`src/rtl/ps2_key_decoder_fifo.sv`:
```
`default_nettype none
// ============================================================================
// Module  : ps2_key_decoder_fifo
// Brief   : PS/2 Set-2 scan decoder (E0/F0 prefixes, Shift, repeat filter)
//           that translates key presses to ASCII and queues them in a FIFO.
// Revision: 1.0 - initial release
// ============================================================================
module ps2_key_decoder_fifo #(
    parameter int FIFO_AW       = 2,
    parameter int EXT_STRICT    = 1,
    parameter int REPEAT_FILTER = 1,
    parameter int CASE_MODE     = 0,
    parameter int DROP_UNKNOWN  = 1
) (
    input  logic       clk,
    input  logic       reset,
    input  logic       rx_done_tick,
    input  logic [7:0] scan_byte,
    input  logic       rd_tick,
    input  logic       clr_ovf,
    output logic [7:0] ascii_code,
    output logic       empty,
    output logic       full,
    output logic       overflow,
    output logic       shift_held
);

    localparam int               DEPTH    = 2 ** FIFO_AW;
    localparam logic [7:0]       C_EXT    = 8'hE0;
    localparam logic [7:0]       C_BRK    = 8'hF0;
    localparam logic [7:0]       C_LSHIFT = 8'h12;
    localparam logic [7:0]       C_RSHIFT = 8'h59;
    localparam logic [FIFO_AW:0] PTR_ONE  = {{FIFO_AW{1'b0}}, 1'b1};

    typedef enum logic [1:0] {
        ST_IDLE    = 2'd0,
        ST_EXT     = 2'd1,
        ST_BRK     = 2'd2,
        ST_EXT_BRK = 2'd3
    } state_t;

    state_t             state_q, state_d;
    logic               lshift_q, lshift_d;
    logic               rshift_q, rshift_d;
    logic               held_valid_q, held_valid_d;
    logic [8:0]         held_key_q, held_key_d;
    logic [FIFO_AW:0]   wr_ptr_q, wr_ptr_d;
    logic [FIFO_AW:0]   rd_ptr_q, rd_ptr_d;
    logic               overflow_q, overflow_d;
    logic [7:0]         mem_q [DEPTH];

    logic               cur_ext;
    logic               ev_make;
    logic               ev_break;
    logic [8:0]         key_id;
    logic               map_hit;
    logic               map_letter;
    logic [7:0]         map_val;
    logic               push_req;
    logic               do_push;
    logic               do_pop;
    logic               empty_w;
    logic               full_w;

    assign cur_ext    = (state_q == ST_EXT) || (state_q == ST_EXT_BRK);
    assign key_id     = {cur_ext, scan_byte};
    assign shift_held = lshift_q | rshift_q;

    // Prefix tracking FSM: only final bytes of a sequence raise make/break events.
    always_comb begin
        state_d  = state_q;
        ev_make  = 1'b0;
        ev_break = 1'b0;
        if (rx_done_tick) begin
            case (state_q)
                ST_IDLE: begin
                    if (scan_byte == C_EXT)      state_d = ST_EXT;
                    else if (scan_byte == C_BRK) state_d = ST_BRK;
                    else                         ev_make = 1'b1;
                end
                ST_EXT: begin
                    if (scan_byte == C_BRK)      state_d = ST_EXT_BRK;
                    else if (scan_byte == C_EXT) state_d = ST_EXT;
                    else begin
                        ev_make = 1'b1;
                        state_d = ST_IDLE;
                    end
                end
                ST_BRK, ST_EXT_BRK: begin
                    ev_break = 1'b1;
                    state_d  = ST_IDLE;
                end
                default: state_d = ST_IDLE;
            endcase
        end
    end

    always_comb begin
        map_hit    = 1'b0;
        map_letter = 1'b0;
        map_val    = 8'h00;
        case (scan_byte)
            8'h05: begin map_hit = 1'b1; map_val = 8'h21; end
            8'h06: begin map_hit = 1'b1; map_val = 8'h22; end
            8'h1C: begin map_hit = 1'b1; map_letter = 1'b1; map_val = 8'h41; end
            8'h23: begin map_hit = 1'b1; map_letter = 1'b1; map_val = 8'h44; end
            8'h2B: begin map_hit = 1'b1; map_letter = 1'b1; map_val = 8'h46; end
            8'h33: begin map_hit = 1'b1; map_letter = 1'b1; map_val = 8'h48; end
            8'h3A: begin map_hit = 1'b1; map_letter = 1'b1; map_val = 8'h4D; end
            8'h2D: begin map_hit = 1'b1; map_letter = 1'b1; map_val = 8'h52; end
            8'h1B: begin map_hit = 1'b1; map_letter = 1'b1; map_val = 8'h53; end
            8'h2C: begin map_hit = 1'b1; map_letter = 1'b1; map_val = 8'h54; end
            8'h72: begin map_hit = (EXT_STRICT == 0) || cur_ext; map_val = 8'h35; end
            8'h6B: begin map_hit = (EXT_STRICT == 0) || cur_ext; map_val = 8'h34; end
            8'h74: begin map_hit = (EXT_STRICT == 0) || cur_ext; map_val = 8'h36; end
            8'h75: begin map_hit = (EXT_STRICT == 0) || cur_ext; map_val = 8'h38; end
            8'h5A: begin map_hit = 1'b1; map_val = 8'h0D; end
            default: begin map_hit = 1'b0; map_val = 8'h00; end
        endcase
        if (!map_hit) begin
            map_val = 8'h00;
        end else if (map_letter && (CASE_MODE != 0) && !shift_held) begin
            map_val = map_val + 8'h20;
        end
    end

    // Shift flags and held-key bookkeeping; held_key never tracks Shift keys.
    always_comb begin
        lshift_d     = lshift_q;
        rshift_d     = rshift_q;
        held_valid_d = held_valid_q;
        held_key_d   = held_key_q;
        push_req     = 1'b0;
        if (ev_make) begin
            if (scan_byte == C_LSHIFT) begin
                lshift_d = 1'b1;
            end else if (scan_byte == C_RSHIFT) begin
                rshift_d = 1'b1;
            end else begin
                held_valid_d = 1'b1;
                held_key_d   = key_id;
                if (!((REPEAT_FILTER != 0) && held_valid_q && (held_key_q == key_id))) begin
                    push_req = map_hit || (DROP_UNKNOWN == 0);
                end
            end
        end
        if (ev_break) begin
            if (scan_byte == C_LSHIFT) lshift_d = 1'b0;
            if (scan_byte == C_RSHIFT) rshift_d = 1'b0;
            if (held_valid_q && (held_key_q == key_id)) held_valid_d = 1'b0;
        end
    end

    assign empty_w = (wr_ptr_q == rd_ptr_q);
    assign full_w  = (wr_ptr_q[FIFO_AW] != rd_ptr_q[FIFO_AW]) &&
                     (wr_ptr_q[FIFO_AW-1:0] == rd_ptr_q[FIFO_AW-1:0]);

    // A pop frees the slot the same cycle, so a push while full is accepted then.
    always_comb begin
        do_pop     = rd_tick && !empty_w;
        do_push    = push_req && (!full_w || do_pop);
        wr_ptr_d   = do_push ? (wr_ptr_q + PTR_ONE) : wr_ptr_q;
        rd_ptr_d   = do_pop  ? (rd_ptr_q + PTR_ONE) : rd_ptr_q;
        overflow_d = overflow_q;
        if (clr_ovf) overflow_d = 1'b0;
        if (push_req && full_w && !do_pop) overflow_d = 1'b1;
    end

    always_ff @(posedge clk or posedge reset) begin
        if (reset) begin
            state_q      <= ST_IDLE;
            lshift_q     <= 1'b0;
            rshift_q     <= 1'b0;
            held_valid_q <= 1'b0;
            held_key_q   <= 9'h000;
            wr_ptr_q     <= '0;
            rd_ptr_q     <= '0;
            overflow_q   <= 1'b0;
        end else begin
            state_q      <= state_d;
            lshift_q     <= lshift_d;
            rshift_q     <= rshift_d;
            held_valid_q <= held_valid_d;
            held_key_q   <= held_key_d;
            wr_ptr_q     <= wr_ptr_d;
            rd_ptr_q     <= rd_ptr_d;
            overflow_q   <= overflow_d;
        end
    end

    always_ff @(posedge clk) begin
        if (do_push) begin
            mem_q[wr_ptr_q[FIFO_AW-1:0]] <= map_val;
        end
    end

    assign ascii_code = empty_w ? 8'h00 : mem_q[rd_ptr_q[FIFO_AW-1:0]];
    assign empty      = empty_w;
    assign full       = full_w;
    assign overflow   = overflow_q;

endmodule
`default_nettype wire

```
`config.mk`:
```
export PLATFORM = sky130hd
export DESIGN_NAME = ps2_key_decoder_fifo
export DESIGN_NICKNAME = d
export VERILOG_FILES = /design/src/rtl/ps2_key_decoder_fifo.sv
export SDC_FILE = /design/constraint.sdc
export NUM_CORES = 1
export LEC_CHECK = 0
export ABC_CLOCK_PERIOD_IN_PS = 2800
export BUFFER_PORTS_ARGS = -buffer_cell sky130_fd_sc_hd__buf_2
export CAP_MARGIN = 40
export CORE_MARGIN = 2
export CORE_UTILIZATION = 36
export CTS_CLUSTER_SIZE = 10
export DETAILED_ROUTE_END_ITERATION = 16
export HOLD_SLACK_MARGIN = 0.1
export PLACE_DENSITY = 0.55
export SLEW_MARGIN = 20
export SYNTH_ARGS = -nofsm -noshare
export SYNTH_HDL_FRONTEND = slang
export SYNTH_SLANG_ARGS = --single-unit
```
`constraint.sdc`:
```
create_clock -name clk -period 2.8 [get_ports clk]
set_clock_uncertainty 0.2 [all_clocks]
set_input_delay 0.42 -clock clk [delete_from_list [all_inputs] [get_ports clk]]
set_output_delay 0.42 -clock clk [all_outputs]
set_load 0.05 [all_outputs]
```
# --- After elaboration in Yosys (flattened, before gate mapping) ---
# Memories as Yosys holds them, arrays and structs flattened.
# Index checks and enable logic that the tools add are counted.
totals:
  n_memories: 1
  mem_bits_rw: 32
  out_inout_bits: 12
  wordCells: 98
  ff_bits: 21
  input_bits: 13
op_classes:
  muxes: 39
  reduce_logical: 18
  eq_ne: 27
  addsub: 2
  bitwise_logic: 3
memory_table:
  columns: ["memory", "depth", "word_bits", "rd", "rd_clocked_by_memory_dff", "write_ports", "line_no", "rtl"]
  rows:
  - ["mem_q", 4, 8, 1, 0, 1, "50", "logic [7:0] mem_q [DEPTH];"]
ops:
  columns: ["op", "n"]
  rows:
  - ["case mux 7 bit (15 select lines)", 1]
  - ["equality test 8 x 6 -> 1 bit (second input constant)", 6]
  - ["equality test 8 x 7 -> 1 bit (second input constant)", 6]
  - ["2-to-1 mux 1 bit", 30]
  - ["equality test 8 x 5 -> 1 bit (second input constant)", 3]
  - ["equality test 8 x 3 -> 1 bit (second input constant)", 2]
  - ["equality test 8 bit (second input constant)", 2]
  - ["2-to-1 mux 8 bit", 2]
  - ["OR reduction 11 bit", 1]
  - ["equality test 9 bit", 1]
  - ["adder 3 x 1 -> 3 bit (second input constant)", 2]
  - ["logical AND 1 bit", 6]
  - ["2-to-1 mux 2 bit", 3]
  - ["case mux 2 bit (3 select lines)", 1]
  - ["equality test 2 bit (second input constant)", 2]
  - ["case mux 1 bit (2 select lines)", 2]
  - ["OR reduction 4 bit", 1]
  - ["equality test 3 bit", 1]
  - ["zero test 1 bit", 3]
  - ["!= test 3 bit (second input constant)", 1]
  - ["AND reduction 3 bit", 1]
  - ["equality test 2 x 1 -> 1 bit (second input constant)", 1]
  - ["equality test 2 bit", 1]
  - ["zero test 2 bit", 1]
  - ["7 further kinds", 9]

# --- Depth between registers and ports, before layout ---
# Gate-level depths: netlist of run 1.
depth:
  ltp_word: 11
  ltp_mapped: 9

# --- Least setup slack after synthesis of run 1 ---
# No wires, ideal clock.
synth_timing:
  path_type: "register to output"
  startpoint: "reg rd_ptr_q[1]"
  endpoint: "out ascii_code[0]"
  path_slack_ps: -65
  t_arrival_ps: 2245
  required_ps: 2180
  path_buffers: 1
  stages_incl_launch_ff: 6
  path_cell_list: "dfrtp_1 -> clkbuf_1 -> xnor2_1 -> nand2_1 -> nor2_1 -> nor2b_1"
synth_via:
  elab_chain_len: 2
  elab_cells_between_ends: 3
  classes_between: "1 x eq/ne; 1 x mux; 1 x memory"
synth_rtl:
  columns: ["item", "line_no", "rtl"]
  rows:
  - ["from (decl)", "48", "logic [FIFO_AW:0] rd_ptr_q, rd_ptr_d;"]
  - ["from (signal assigned)", "186", "rd_ptr_q <= rd_ptr_d;"]
  - ["equality test 3 bit", "154", "assign empty_w = (wr_ptr_q == rd_ptr_q);"]
  - ["via empty", "22", "output logic empty,"]
  - ["2-to-1 mux 8 bit", "197", "assign ascii_code = empty_w ? 8'h00 : mem_q[rd_ptr_q[FIFO_AW-1:0]];"]
  - ["to (decl)", "21", "output logic [7:0] ascii_code,"]
# The timed path passes the listed nets, and every way through them passes these cells.

# --- Final worst setup path of run 1 ---
layout_timing:
  startpoint: "reg rd_ptr_q[1]"
  endpoint: "out empty"
layout_via:
  elab_chain_len: 1
layout_rtl:
  columns: ["item", "line_no"]
  rows:
  - ["equality test 3 bit", "154"]
  - ["to (decl)", "22"]
# No other way between the ends.

==> metrics.log, run 1 <==
INFO  metric filler_cell_count = 766
INFO  metric number_of_global_route_vias_before_repair = 1886
INFO  metric dp_hpwl = 4200 µm
INFO  metric achievable-frequency = 406.6 MHz
INFO  metric final-setup-viol-count = 0
INFO  metric post-synth-top-count-cell = sky130_fd_sc_hd__edfxtp_1
INFO  metric yosys_warnings = 0
INFO  metric cts_resized = 0
INFO  metric number_of_buffers_added_by_the_clock_tree_synthesis_step = 5
INFO  metric setup_tns = 0 ps
INFO  metric post-layout-total-power = ~2200 µW
INFO  metric synth_mux_area_share = 9.455%
INFO  metric rr_startpoint = state_q[1]
INFO  metric cts_tree = built
INFO  metric dr.pass1.iters = 4
INFO  metric post-synth-top-area-fraction = 30.26%
INFO  metric worst-path-max-fanout = 10
INFO  metric diode_count = 0
INFO  metric ffs_latches_synth = 49
INFO  metric grt_first_pass_wirelength = 9763 µm
INFO  metric syn_nets = 256
INFO  metric synth_area_in_simple_gates = 18.51%
INFO  metric drt_wl_total = about 5700 µm
INFO  metric multi_input_comb_area = 1275 µm²
INFO  metric rsz_0062_raised_after_global_routing = false
INFO  metric end_kind = primary output
INFO  metric worstPathArrival = between 1500 and 2000 ps
INFO  metric synthesis.area = 2779 µm²
INFO  metric combinational_family_with_the_most_area_after_synthesis = simple AND/OR/NAND/NOR gates
INFO  metric critical_path.cell_chain = xnor2_1 > nand2_1 > nor2_2 > buf_2
INFO  metric post_cts_hold_buffer_count = 1
INFO  metric core_region_area = 7607 µm²
INFO  metric cts.htree.levels = 2
INFO  metric synthXorXnorAreaFrac = around 6.3%
INFO  metric number_of_buffers_added_for_setup_after_cts = 0
INFO  metric buffer_ports.inserted = 23
INFO  metric boundaryPins = 25
INFO  metric globalRouteTotalUtil = 14.67%
INFO  metric power_density = 684.1 nW/µm²
INFO  metric cp-startpoint = rd_ptr_q[1]
INFO  metric routability_congestion = around 0.82
INFO  metric post_drt_via_cell_ratio = 4.915
INFO  metric detailedRoute.firstIterationViolations = 73
INFO  metric cp_num_buf_inv = 1
INFO  metric clk_pin_slew = 90 ps
INFO  metric synth_area_in_compound_gates = a little under a tenth
INFO  metric whs = 209.0 ps
INFO  metric antenna_found_initial = 0
INFO  metric fin_util = between 40% and 50%
INFO  metric netlist_instances = 238
INFO  metric num_rows = 32
INFO  metric cpMaxStageDelayCell = sky130_fd_sc_hd__dfrtp_1
INFO  metric finalNetCount = 291
INFO  metric route.detailed.drc = 0
INFO  metric finalWorstPathRequiredPeriod = 2459 ps
INFO  metric synth_enable_flop_cells = 28
INFO  metric report.final.slew_viol_count = 0
INFO  metric drt.antenna.violating_nets = 0
INFO  metric largest_net_degree_at_the_start_of_global_routing = 16
INFO  metric crit_path_start_kind = register
INFO  metric post_synth.cell_area_avg = 11.68 µm²
INFO  metric synth_adder_area_share = ~2.3%
INFO  metric route.detailed.wl_per_inst = 15.23 µm
INFO  metric floorplan.initialDensity = 36.53%
INFO  metric hold_path_startpoint = clr_ovf
INFO  metric critical-path-top-delay-family = flip-flops
INFO  metric outcome = complete, no violations
INFO  metric ys_top_cells_by_count = sky130_fd_sc_hd__edfxtp_1, sky130_fd_sc_hd__dfrtp_1, sky130_fd_sc_hd__nor2_1
INFO  metric worst-setup-path-type = reg2out
INFO  metric post_synthesis_to_final_layout_area_growth = 15.58%
INFO  metric timing.max_cap.violations = 0
INFO  metric num_vias = around 1800
INFO  metric asyncSetResetFlopFracSynth = a little over two fifths
INFO  metric post_synth_num_cell_types = 56
INFO  metric die_height = 91.86 µm
INFO  metric area.sequential = 1366 µm²
INFO  metric synth_area_leader_cell = sky130_fd_sc_hd__edfxtp_1
INFO  metric synth_seq_area_share = just under 50%
INFO  metric clock_path_buffers = 2
INFO  metric cts.sink_count = 49
INFO  metric min_path_type = in2reg
INFO  metric netlist_top_cells_area = sky130_fd_sc_hd__edfxtp_1, sky130_fd_sc_hd__dfrtp_1, sky130_fd_sc_hd__mux4_2
INFO  metric share_of_final_layout_standard_cells_stronger_than_drive_strength_1 = between 20% and 30%
INFO  metric post-route-period-util = 87.83%
INFO  metric chipWidth = slightly above 90 µm
INFO  metric die_area = ~8400 µm²
INFO  metric clock_tree.root_cell = sky130_fd_sc_hd__clkbuf_8
INFO  metric hold_viol = 0
INFO  metric insertion_delay_to_the_later_sink_of_the_worst_skew_pair = ~300 ps
INFO  metric vdd.ir_drop.worst = 0.0001951 V
INFO  metric critical_path_required = 2180 ps
INFO  metric critical_path.max_stage_delay = 620 ps
INFO  metric postSynth.topFlopCell = sky130_fd_sc_hd__edfxtp_1
INFO  metric global_route.overflow_total = 0
INFO  metric p_leak = 0.001314 µW
-- layout by cell type (no fill, tap or decap), drive strengths merged, types with 2 or more instances in the layout --
cell type	count
a21oi	8
a31oi	5
a41o	2
and2	2
buf	44
clkbuf	6
dfrtp	21
edfxtp	28
ha	5
inv	11
mux2	9
mux4	7
nand2	13
nand2b	10
nand3	2
nand3b	4
nand4	3
nand4b	2
nor2	16
nor2b	10
nor3	5
nor3b	2
nor4	4
o21ai	8
o22ai	2
or2	2
or4	2
xnor2	10
xor2	10
-- cell families (layout without fill, tap and decap cells) --
kind of cell	count (synthesis)	after routing
other cells	1	1
flops	49	49
buf+inv	28	64
mux	16	16
simple gates	83	83
compound gates	36	36
fa+ha+maj	5	5
xor+xnor	20	20
-- report_power, final --
| part | switching [µW] | internal [µW] | leakage (µW) | total [µW] |
|---|---|---|---|---|
| combinational | 491 | 301 | 0.000702 | 792 |
| sequential | 82.6 | 815 | 0.000556 | 898 |
| clock | 239 | 268 | 0.0000554 | 508 |
-- final timing paths --
path / slack [ps] / cells past startpoint / endpoint
max in group asynchronous: 1560 / 4 / state_q[0]
max: 340 / 4 / empty
min: 210 / 3 / overflow
max reg2reg: 460 / 7 / mem_q[0][4]
min reg2reg: 290 / 1 / wr_ptr_q[2]
min in group asynchronous: 420 / 3 / held_key_q[7]
-- cell type report --
type                            instances  area share (%)
Clock buffer                            6           2.259
Multi-Input combinational cell        161           39.70
Sequential cell                        49           42.54
Timing Repair Buffer                   45           9.038
Clock inverter                          2           1.208
Tap cell                              102           3.973
Inverter                               11           1.286
-- worst min-delay path, delay by kind of cell --
| kind | cells | cell delay, ps |
|---|---|---|
| AO/OA/AOI/OAI | 1 | 120 |
| buffers and inverters | 2 | 140 |
-- registers in the layout, summed over array words and instances (netlist names) --
register	flops
wr_ptr_q	3
rshift_q	1
mem_q	28
held_key_q	9
rd_ptr_q	3
overflow	1
state_q	2
held_valid_q	1
lshift_q	1
-- per-layer routing --
metal  share of wire [%]  wire, µm  GRT usage (%)  vias up
met5                   0         0              0        -
met4                0.70        40          3.856        0
met3                 3.4       196          2.794        5
met2                  47      2715          24.26       36
met1                  48      2774          19.88      878
li1                    -         -              -      929
-- through the flow --
| stage | worst slack, ps | std cells | area [µm²] |
|---|---|---|---|
| after detailed placement | 171.9 | 367 | 3090 |
| final | 340.7 | 376 | 3212 |
| after global placement | 162.3 | 366 | 3075 |
| after CTS | 303.9 | 376 | 3212 |
| after floorplan | 104.6 | 238 | 2781 |
| after global routing | 162.9 | 376 | 3212 |
Power figures use the tool's default switching activity.
==> run 2: changes to the inputs <==
--- a/config.mk
+++ b/config.mk
@@ -5,11 +5,12 @@
 export SDC_FILE = /design/constraint.sdc
 export NUM_CORES = 1
 export LEC_CHECK = 0
-export ABC_CLOCK_PERIOD_IN_PS = 2800
+export ABC_CLOCK_PERIOD_IN_PS = 2850
 export BUFFER_PORTS_ARGS = -buffer_cell sky130_fd_sc_hd__buf_2
 export CAP_MARGIN = 40
 export CORE_MARGIN = 2
 export CORE_UTILIZATION = 36
+export CTS_CLUSTER_DIAMETER = 50
 export CTS_CLUSTER_SIZE = 10
 export DETAILED_ROUTE_END_ITERATION = 16
 export HOLD_SLACK_MARGIN = 0.1
==> constraint.sdc (replaced) <==
create_clock -name clk -period 2.85 [get_ports clk]
set_clock_uncertainty 0.2 [all_clocks]
set_input_delay 0.4275 -clock clk [delete_from_list [all_inputs] [get_ports clk]]
set_output_delay 0.4275 -clock clk [all_outputs]
set_load 0.05 [all_outputs]
==> run 2 against run 1 <==
Compared with the run above:
- die area unchanged
- critical path type unchanged
- first-iteration DRC count down 30%
- core utilization down 0.63 points
- sequential share of layout area up 0.64 points
- total power down 6.2%
- sequential power down 2.6%
- worst setup slack better by 71 ps
==> metrics.log, run 2 (synthesized netlist as in run 1, its figures left out) <==
INFO  metric routability_congestion = roughly 0.85
INFO  metric achievable-frequency = 410.2 MHz
INFO  metric route.detailed.drc = 0
INFO  metric whs = 213.1 ps
INFO  metric whs_path_depth = 2
INFO  metric dr.pass1.iters = 4
INFO  metric end_kind = primary output
INFO  metric filler_cell_count = ~760
INFO  metric antenna_found_initial = 0
INFO  metric drt_wl_total = around 5600 µm
INFO  metric post_drt_via_cell_ratio = 4.997
INFO  metric rsz_0062_raised_after_global_routing = false
INFO  metric buffer_ports.inserted = 23
INFO  metric insertion_delay_to_the_later_sink_of_the_worst_skew_pair = 300 ps
INFO  metric share_of_final_layout_standard_cells_stronger_than_drive_strength_1 = 28.78%
INFO  metric critical_path_required = about 2200 ps
INFO  metric post_synthesis_to_final_layout_area_growth = 13.87%
INFO  metric hold_viol = 0
INFO  metric min_path_type = in2reg
INFO  metric ff2ff_path_depth = 7
INFO  metric outcome = complete, no violations
INFO  metric finalWorstPathRequiredPeriod = approximately 2400 ps
INFO  metric worstPathArrival = 1810 ps
INFO  metric largest_net_degree_at_the_start_of_global_routing = 18
INFO  metric vdd.ir_drop.worst = 0.0002109 V
INFO  metric chipWidth = 91.86 µm
INFO  metric timing.hold.worst_endpoint = rshift_q
INFO  metric timing.max_cap.violations = 0
INFO  metric report.final.slew_viol_count = 0
INFO  metric hold_path_startpoint = rx_done_tick
INFO  metric dp_hpwl = 4213 µm
INFO  metric setup_tns = 0 ps
INFO  metric cpMaxStageDelayCell = sky130_fd_sc_hd__dfrtp_1
INFO  metric crit_path_start_kind = register
INFO  metric area.sequential = 1366 µm²
INFO  metric rr_endpoint = mem_q[1][1]
INFO  metric critical_path.cell_chain = xnor2_1 > nand2_1 > nor2_2 > buf_2
INFO  metric place_ws = about 120 ps
INFO  metric cts_tree = built
INFO  metric postLayoutSetupSlackWorst = 412.0 ps
INFO  metric largest_register_ff_count = 28
INFO  metric global_route.overflow_total = 0
INFO  metric globalRouteTotalUtil = 14.28%
INFO  metric floorplan.initialDensity = 36.53%
INFO  metric num_vias = 1864
INFO  metric worst-path-max-fanout = 10
INFO  metric cts.htree.levels = 2
INFO  metric num_rows = 32
INFO  metric boundaryPins = 25
INFO  metric grt_first_pass_wirelength = 9522 µm
INFO  metric commonest_non_fill_non_tap_cells_in_the_layout = sky130_fd_sc_hd__edfxtp_1, sky130_fd_sc_hd__buf_2, sky130_fd_sc_hd__dfrtp_1, sky130_fd_sc_hd__buf_4, sky130_fd_sc_hd__nor2_1
INFO  metric multi_input_comb_area = 1275 µm²
INFO  metric setup.reg_to_reg.worst_slack = 500 ps
INFO  metric clock_path_buffers = 2
INFO  metric clk_pin_slew = 90 ps
INFO  metric cts.sink_count = slightly below 50
INFO  metric die_height = 91.86 µm
INFO  metric worst-setup-path-type = reg2out
INFO  metric critical_path.max_stage_delay = roughly 600 ps
INFO  metric rr_startpoint = state_q[1]
INFO  metric power_density = 651.1 nW/µm²
INFO  metric post-route-period-util = a little under nine tenths
INFO  metric p_leak = 0.001290 µW
INFO  metric number_of_buffers_added_by_the_clock_tree_synthesis_step = 5
INFO  metric drt.antenna.violating_nets = 0
INFO  metric diode_count = 0
INFO  metric clock_tree.root_cell = sky130_fd_sc_hd__clkbuf_8
INFO  metric core_region_area = 7607 µm²
INFO  metric layout.cells.most_common = sky130_fd_sc_hd__edfxtp_1
INFO  metric detailedRoute.firstIterationViolations = 51
INFO  metric final-setup-viol-count = 0
INFO  metric route.detailed.wl_per_inst = 15.04 µm
INFO  metric die_area = 8438 µm²
INFO  metric number_of_global_route_vias_before_repair = 1904
INFO  metric finalNetCount = roughly 290
run 2: area by class of cell:
cell class,count,area share (%)
Clock inverter,2,0.4350
Inverter,11,1.305
Sequential cell,49,43.18
Clock buffer,6,2.293
Timing Repair Buffer,42,8.462
Tap cell,102,4.033
Multi-Input combinational cell,161,40.29
run 2: per-stage QoR:
step                      utilization (%)  instance area, µm²  total power (µW)  cells
after floorplan                         -                2781              1510    238
after global placement              40.13                3053              1669    363
after detailed placement            40.33                3068              1680    364
after CTS                           41.60                3164              2092    373
after global routing                41.60                3164              2184    373
final                               41.60                3164              2060    373
run 2: worst max path at each step:
stage | slack, ps | to | startpoint | cells after the start
floorplan | 150 | mem_q[0][0] | scan_byte[5] | 8
global placement | 130 | mem_q[0][4] | scan_byte[3] | 8
detailed placement | 120 | mem_q[1][4] | scan_byte[3] | 8
CTS | 350 | empty | rd_ptr_q[1] | 4
global route | 230 | empty | rd_ptr_q[1] | 4
finish | 410 | empty | rd_ptr_q[1] | 4
run 2: layer usage:
metal  up-vias  GRT usage [%]  routed length (µm)
li1        922              -                   -
met1       903          18.26                2635
met2        30          24.51                2743
met3         9          2.465                 137
met4         0          4.851                  93
met5         -              0                   0
run 2: repair_timing:
| action | in CTS | in global routing |
|---|---|---|
| endpoints found under the hold margin | 7 | 0 |
| resized for setup | 0 | 0 |
| setup buffers | 0 | 0 |
| hold buffers | 1 | 0 |
run 2: where the power goes:
part	total, µW	switching [µW]	internal, µW
Sequential	875	73.9	801
Clock	408	233	175
Combinational	777	483	294
run 2: critical path: cells and delay by family (launching register included):
| family | cells | cell delay [ps] |
|---|---|---|
| buffers and inverters | 1 | 330 |
| AND/OR/NAND/NOR | 2 | 430 |
| flip-flops | 1 | 600 |
| XOR/XNOR | 1 | 160 |
